===== src/rtl/inst_fetch_queue_if.sv =====
// Fetch-to-decode bundle for the instruction fetch queue.
// The queue takes the slave side; fetch/decode (or a bench) take the master side.
interface inst_fetch_queue_if #(
    parameter int FETCH_WIDTH = 2,
    parameter int ISSUE_WIDTH = 2,
    parameter int DEPTH       = 8,
    parameter int EXC_W       = 8
);
    localparam int PUSH_CW = $clog2(FETCH_WIDTH + 1);
    localparam int POP_CW  = $clog2(ISSUE_WIDTH + 1);
    localparam int CNT_W   = $clog2(DEPTH + 1);

    logic                         flush;
    logic                         push_valid;
    logic [PUSH_CW-1:0]           push_count;
    logic [31:0]                  push_pc;
    logic [FETCH_WIDTH*32-1:0]    push_inst;
    logic [EXC_W-1:0]             push_except;
    logic                         push_ready;
    logic [POP_CW-1:0]            pop_count;
    logic [ISSUE_WIDTH-1:0]       out_valid;
    logic [ISSUE_WIDTH*32-1:0]    out_inst;
    logic [ISSUE_WIDTH*32-1:0]    out_pc;
    logic [ISSUE_WIDTH*EXC_W-1:0] out_except;
    logic [CNT_W-1:0]             count;
    logic                         err_overflow;
    logic                         err_underflow;

    modport slave (
        input  flush, push_valid, push_count, push_pc, push_inst, push_except, pop_count,
        output push_ready, out_valid, out_inst, out_pc, out_except, count,
               err_overflow, err_underflow
    );

    modport master (
        output flush, push_valid, push_count, push_pc, push_inst, push_except, pop_count,
        input  push_ready, out_valid, out_inst, out_pc, out_except, count,
               err_overflow, err_underflow
    );
endinterface


===== src/rtl/inst_fetch_queue.sv =====
// Circular instruction buffer between IF and ID: multi-word fetch groups in,
// up to ISSUE_WIDTH oldest words presented combinationally to decode.
module inst_fetch_queue #(
    parameter int FETCH_WIDTH = 2,
    parameter int ISSUE_WIDTH = 2,
    parameter int DEPTH       = 8,
    parameter int EXC_W       = 8
) (
    input  logic              clk,
    input  logic              rst,
    inst_fetch_queue_if.slave bus
);
    localparam int               PTR_W   = $clog2(DEPTH);
    localparam logic [PTR_W:0]   DEPTH_V = (PTR_W+1)'(DEPTH);
    localparam logic [PTR_W:0]   FW_V    = (PTR_W+1)'(FETCH_WIDTH);

    logic [31:0]      r_inst [DEPTH];
    logic [31:0]      r_pc   [DEPTH];
    logic [EXC_W-1:0] r_exc  [DEPTH];
    logic [PTR_W:0]   r_head;
    logic [PTR_W:0]   r_tail;
    logic             r_err_overflow;
    logic             r_err_underflow;

    logic [PTR_W:0]             w_count;
    logic [PTR_W:0]             w_pop_amt;
    logic [PTR_W:0]             w_push_amt;
    logic                       w_push_ready;
    logic                       w_push_acc;
    logic                       w_push_rej;
    logic                       w_underflow;
    logic [PTR_W-1:0]           w_wr_idx [FETCH_WIDTH];
    logic [ISSUE_WIDTH-1:0]     w_out_valid;
    logic [ISSUE_WIDTH*32-1:0]  w_out_inst;
    logic [ISSUE_WIDTH*32-1:0]  w_out_pc;
    logic [ISSUE_WIDTH*EXC_W-1:0] w_out_except;

    // Wrap bit in the pointers lets tail-head distinguish full from empty.
    assign w_count      = r_tail - r_head;
    assign w_push_ready = (DEPTH_V - w_count) >= FW_V;
    assign w_push_acc   = bus.push_valid & w_push_ready & ~bus.flush;
    assign w_push_rej   = bus.push_valid & ~w_push_ready & ~bus.flush;
    assign w_push_amt   = w_push_acc ? (PTR_W+1)'(bus.push_count) : (PTR_W+1)'(0);

    // Clamp the pop to what is actually held and flag over-consumption.
    always_comb begin
        w_pop_amt   = (PTR_W+1)'(0);
        w_underflow = 1'b0;
        if (int'(bus.pop_count) > int'(w_count)) begin
            w_pop_amt   = w_count;
            w_underflow = ~bus.flush;
        end else begin
            w_pop_amt   = (PTR_W+1)'(bus.pop_count);
            w_underflow = 1'b0;
        end
    end

    // Storage slot for each word of the incoming group, modulo DEPTH.
    always_comb begin
        for (int i = 0; i < FETCH_WIDTH; i++) begin
            w_wr_idx[i] = r_tail[PTR_W-1:0] + PTR_W'(i);
        end
    end

    // Entry storage; not reset because count masks stale contents.
    always_ff @(posedge clk) begin
        for (int i = 0; i < FETCH_WIDTH; i++) begin
            if (!rst && w_push_acc && (i < int'(bus.push_count))) begin
                r_inst[w_wr_idx[i]] <= bus.push_inst[i*32 +: 32];
                r_pc[w_wr_idx[i]]   <= bus.push_pc + 32'(4 * i);
                r_exc[w_wr_idx[i]]  <= bus.push_except;
            end
        end
    end

    // Pointers and sticky error flags; flush empties but keeps the flags.
    always_ff @(posedge clk) begin
        if (rst) begin
            r_head          <= (PTR_W+1)'(0);
            r_tail          <= (PTR_W+1)'(0);
            r_err_overflow  <= 1'b0;
            r_err_underflow <= 1'b0;
        end else if (bus.flush) begin
            r_head <= (PTR_W+1)'(0);
            r_tail <= (PTR_W+1)'(0);
        end else begin
            r_tail <= r_tail + w_push_amt;
            r_head <= r_head + w_pop_amt;
            if (w_push_rej) begin
                r_err_overflow <= 1'b1;
            end
            if (w_underflow) begin
                r_err_underflow <= 1'b1;
            end
        end
    end

    // Present head..head+ISSUE_WIDTH-1; slots beyond count read as zero.
    always_comb begin
        w_out_valid  = {ISSUE_WIDTH{1'b0}};
        w_out_inst   = {(ISSUE_WIDTH*32){1'b0}};
        w_out_pc     = {(ISSUE_WIDTH*32){1'b0}};
        w_out_except = {(ISSUE_WIDTH*EXC_W){1'b0}};
        for (int i = 0; i < ISSUE_WIDTH; i++) begin
            if (i < int'(w_count)) begin
                w_out_valid[i]              = 1'b1;
                w_out_inst[i*32 +: 32]      = r_inst[r_head[PTR_W-1:0] + PTR_W'(i)];
                w_out_pc[i*32 +: 32]        = r_pc[r_head[PTR_W-1:0] + PTR_W'(i)];
                w_out_except[i*EXC_W +: EXC_W] = r_exc[r_head[PTR_W-1:0] + PTR_W'(i)];
            end else begin
                w_out_valid[i] = 1'b0;
            end
        end
    end

    assign bus.push_ready    = w_push_ready;
    assign bus.count         = w_count;
    assign bus.out_valid     = w_out_valid;
    assign bus.out_inst      = w_out_inst;
    assign bus.out_pc        = w_out_pc;
    assign bus.out_except    = w_out_except;
    assign bus.err_overflow  = r_err_overflow;
    assign bus.err_underflow = r_err_underflow;
endmodule


===== src/flat_wrapper.sv =====
// flat-port wrapper written by rule: the top's interface ports become plain ports
module inst_fetch_queue_flat 
#(
    parameter int FETCH_WIDTH = 2,
    parameter int ISSUE_WIDTH = 2,
    parameter int DEPTH       = 8,
    parameter int EXC_W       = 8
)
  (clk, rst, bus_flush, bus_push_valid, bus_push_count, bus_push_pc, bus_push_inst, bus_push_except, bus_pop_count, bus_push_ready, bus_out_valid, bus_out_inst, bus_out_pc, bus_out_except, bus_count, bus_err_overflow, bus_err_underflow);
  inst_fetch_queue_if #(.FETCH_WIDTH(FETCH_WIDTH), .ISSUE_WIDTH(ISSUE_WIDTH), .DEPTH(DEPTH), .EXC_W(EXC_W)) bus_i ();
  input  logic clk;
  input  logic rst;
  input wire logic [$bits(bus_i.flush)-1:0] bus_flush;
  input wire logic [$bits(bus_i.push_valid)-1:0] bus_push_valid;
  input wire logic [$bits(bus_i.push_count)-1:0] bus_push_count;
  input wire logic [$bits(bus_i.push_pc)-1:0] bus_push_pc;
  input wire logic [$bits(bus_i.push_inst)-1:0] bus_push_inst;
  input wire logic [$bits(bus_i.push_except)-1:0] bus_push_except;
  input wire logic [$bits(bus_i.pop_count)-1:0] bus_pop_count;
  output wire logic [$bits(bus_i.push_ready)-1:0] bus_push_ready;
  output wire logic [$bits(bus_i.out_valid)-1:0] bus_out_valid;
  output wire logic [$bits(bus_i.out_inst)-1:0] bus_out_inst;
  output wire logic [$bits(bus_i.out_pc)-1:0] bus_out_pc;
  output wire logic [$bits(bus_i.out_except)-1:0] bus_out_except;
  output wire logic [$bits(bus_i.count)-1:0] bus_count;
  output wire logic [$bits(bus_i.err_overflow)-1:0] bus_err_overflow;
  output wire logic [$bits(bus_i.err_underflow)-1:0] bus_err_underflow;
  assign bus_i.flush = bus_flush;
  assign bus_i.push_valid = bus_push_valid;
  assign bus_i.push_count = bus_push_count;
  assign bus_i.push_pc = bus_push_pc;
  assign bus_i.push_inst = bus_push_inst;
  assign bus_i.push_except = bus_push_except;
  assign bus_i.pop_count = bus_pop_count;
  assign bus_push_ready = bus_i.push_ready;
  assign bus_out_valid = bus_i.out_valid;
  assign bus_out_inst = bus_i.out_inst;
  assign bus_out_pc = bus_i.out_pc;
  assign bus_out_except = bus_i.out_except;
  assign bus_count = bus_i.count;
  assign bus_err_overflow = bus_i.err_overflow;
  assign bus_err_underflow = bus_i.err_underflow;
  inst_fetch_queue #(.FETCH_WIDTH(FETCH_WIDTH), .ISSUE_WIDTH(ISSUE_WIDTH), .DEPTH(DEPTH), .EXC_W(EXC_W)) u_core (.clk(clk), .rst(rst), .bus(bus_i));
endmodule

===== config.mk =====
export PLATFORM = sky130hd
export DESIGN_NAME = inst_fetch_queue_flat
export DESIGN_NICKNAME = d
export VERILOG_FILES = /design/src/rtl/inst_fetch_queue_if.sv /design/src/rtl/inst_fetch_queue.sv /design/src/flat_wrapper.sv
export SDC_FILE = /design/constraint.sdc
export NUM_CORES = 1
export LEC_CHECK = 0
export ABC_AREA = 1
export BUFFER_PORTS_ARGS = -buffer_cell sky130_fd_sc_hd__buf_2
export CORE_AREA = 2 2 317 319
export CTS_CLUSTER_DIAMETER = 50
export DETAILED_ROUTE_END_ITERATION = 12
export DIE_AREA = 0 0 319 321
export GPL_ROUTABILITY_DRIVEN = 0
export PLACE_DENSITY = 0.55
export RECOVER_POWER = 25
export SYNTH_ARGS = -nofsm -noshare
export SYNTH_HDL_FRONTEND = slang
export SYNTH_SLANG_ARGS = --single-unit
export TNS_END_PERCENT = 50

===== constraint.sdc =====
create_clock -name clk -period 9.2 [get_ports clk]
set_input_delay 0.46 -clock clk [delete_from_list [all_inputs] [get_ports clk]]
set_output_delay 0.46 -clock clk [all_outputs]
set_load 0.01 [all_outputs]

==> reports/metrics.csv <==
metric,value,unit
p_leak,16.9,nW
dieArea,0.102,mm2
synth_edf_count,576,
pre_cts_ws,3.49,ns
ctsResizeCount,0,
maxCapViolCount,7,
regArea,0.0175,mm2
irDropWorstVdd,0.000153,V
rr_worst_depth,13,
dr.pass1.iters,6,
rsz0062_at_grt,false,
overflow,0,
setup_viol,0,
drt_iter0_markers,4512,
wl,156000,um
io_pins,265,
endpoint_kind,flop,
nets,5130,
finalCriticalPeriod,7.05,ns
clk_latency,0.66,ns
fin_hold_ws,0.0844,ns
synth_top_family_by_area,simple AND/OR/NAND/NOR gates,
synth_ff_type,edfxtp_1,
cp.arrival,7.31,ns
layout_setup_ws,2.15,ns
slew_headroom,-1.10,
violations,"capacitance limit, slew limit",
ys.warnings.count,0,
final_common_cell,nand2_1,
dp_cells,6207,
ys_ff_latch,586,
drtAntennaViolNets,0,
postCtsHoldBufs,0,
syn-num-nets,5197,
numCtsBuffers,89,
initial_core_util,0.395,
clockBufferDepth,3,
drv_slew,461,
drive_gt1_frac,0.0888,
syn_area,0.0392,mm2
drc,0,
coreArea,0.0993,mm2
post_drt_wl_per_cell,24.4,um
worst-path-max-fanout,71,
outcome,"finished, violations left",
fp-row-count,116,
grt_pass1_wl,227000,um
p_total,10.2,mW
cp-start-kind,flop,
syn2layout_area_growth,11.6,%
fp.dieW,319,um
final.setup_skew,0.0279,ns
grt_pass1_vias,35000,
path_class,reg2reg,
syn_avg_cell_area,7.74,um2
avgViaCountPerCell,5.90,
syn_inst,5067,
cts_tree,done,
period_share,0.766,
htreeDepth,3,
port_buffers,264,
yosys.area_share.xor_xnor,0.00708,
multiInputGateArea,0.0183,mm2
synth_fa_ha_area_frac,0.00632,
synth_cell_type_count,37,
track_usage,0.293,
hp-class,in2reg,
clock.fmax,142,MHz
final-instance-count-excl-fill,6379,
powerDensity,233,mW/mm2
worstPathRequired,9.47,ns
cts_root_buf,clkbuf_16,
nFillCells,9956,
worst_pin_slew,3.15,ns
synthArstFlopShare,0,
muxShareOfSynthArea,0,
clkTransAtPathRegs,0.05,ns
min_path_cells,2,
grt_antenna_before_repair,9,
post-dp-hpwl,81000,um
setup_tns,0,ns
synth-simple-area-share,0.229,
final_cell_mix,"1,008 x nand2_1, 736 x nand3_1, 579 x o21ai_0",
vias,37600,
synth_compound_area_frac,0.222,
fp.dieH,321,um
hold_viol,0,
grt_max_degree,254,
clock-sinks,586,
cts_setup_buffers,0,
synth-seq-area-share,0.446,
-- path summary, 6_finish.rpt --
| kind | from | to | slack (ns) |
|---|---|---|---|
| worst min-delay path | rst | u_core.bus.err_overflow | 0.08 |
| worst max-delay path | u_core.r_tail[0] | u_core.r_pc[5][27] | 2.15 |
| worst min register to register | u_core.bus.err_overflow | u_core.bus.err_overflow | 0.48 |
| worst max register to register | u_core.r_tail[0] | u_core.r_pc[5][27] | 2.15 |
-- critical path, stage by stage (launching register included) --
cell and delay (ns):
dfxtp_1 0.71, inv_1 0.42, ha_1 0.35, fa_1 0.63, ha_1 0.23, nand3_1 0.09
nand2_1 0.07, nor2_2 0.04, nand3_1 0.18, nand3_1 0.23, nor2_8 0.83, nand2_1 0.10
nand2_1 1.73, buf_4 0.94
-- synth_stat cells (4+ instances only) --
master / number / area share
nand4_1: 4 / 0.00064
xor2_1: 25 / 0.0056
edfxtp_1: 576 / 0.44
o21bai_1: 496 / 0.095
buf_2: 104 / 0.013
o21ai_0: 579 / 0.074
o221ai_1: 73 / 0.016
clkbuf_1: 287 / 0.027
buf_4: 13 / 0.0025
dfxtp_1: 10 / 0.0051
nor2_1: 336 / 0.032
inv_1: 381 / 0.036
nand3_1: 734 / 0.094
inv_2: 12 / 0.0011
ha_1: 15 / 0.0048
nor3_1: 15 / 0.0019
clkbuf_2: 30 / 0.0038
nand2_1: 1017 / 0.097
a21oi_1: 287 / 0.037
nor2_2: 5 / 0.00080
buf_1: 43 / 0.0041
-- power breakdown --
group	switching [mW]	total (mW)	internal (mW)
sequential	0.0603	3.06	3.00
combinational	2.57	3.55	0.980
clock	1.40	3.58	2.19
total	4.02	10.2	6.17
-- per-stage QoR --
stage / util / cell area (um2)
6_report: 0.441 / 43800
5_1_grt: 0.441 / 43800
4_1_cts: 0.442 / 43900
3_5_place_dp: 0.411 / 40800
3_3_place_gp: 0.411 / 40800
2_1_floorplan: - / 39200
-- flip-flops by register name (all words and copies together), names as in the netlist --
signal	cells
u_core.bus.err_overflow	1
u_core.r_inst	256
u_core.r_pc	256
u_core.bus.err_underflow	1
u_core.r_exc	64
u_core.r_tail	4
u_core.r_head	4
-- layout make-up --
type / count / share of cell area
Antenna cell: 5 / 0.000286
Clock buffer: 99 / 0.0524
Tap cell: 1298 / 0.0371
Timing Repair Buffer: 320 / 0.0390
Sequential cell: 586 / 0.400
Inverter: 395 / 0.0346
Clock inverter: 68 / 0.0181
Multi-Input combinational cell: 3608 / 0.418
-- layer usage --
layer / up-vias / wire length (um) / track usage
met1: 18000 / 65500 / 0.411
met5: - / 51 / 0
li1: 17300 / - / -
met2: 2028 / 70400 / 0.464
met3: 287 / 15100 / 0.0431
met4: 8 / 4600 / 0.0995
-- kinds of logic after synthesis --
family,count (synthesis)
DFF,586
and+or+nand+nor,2120
AOI/OAI and AO/OA,1439
adders and majority gates,18
other,1
buffers and inverters,873
xor gates and xnor gates,30
No activity file was read; power rests on OpenSTA's default activity.
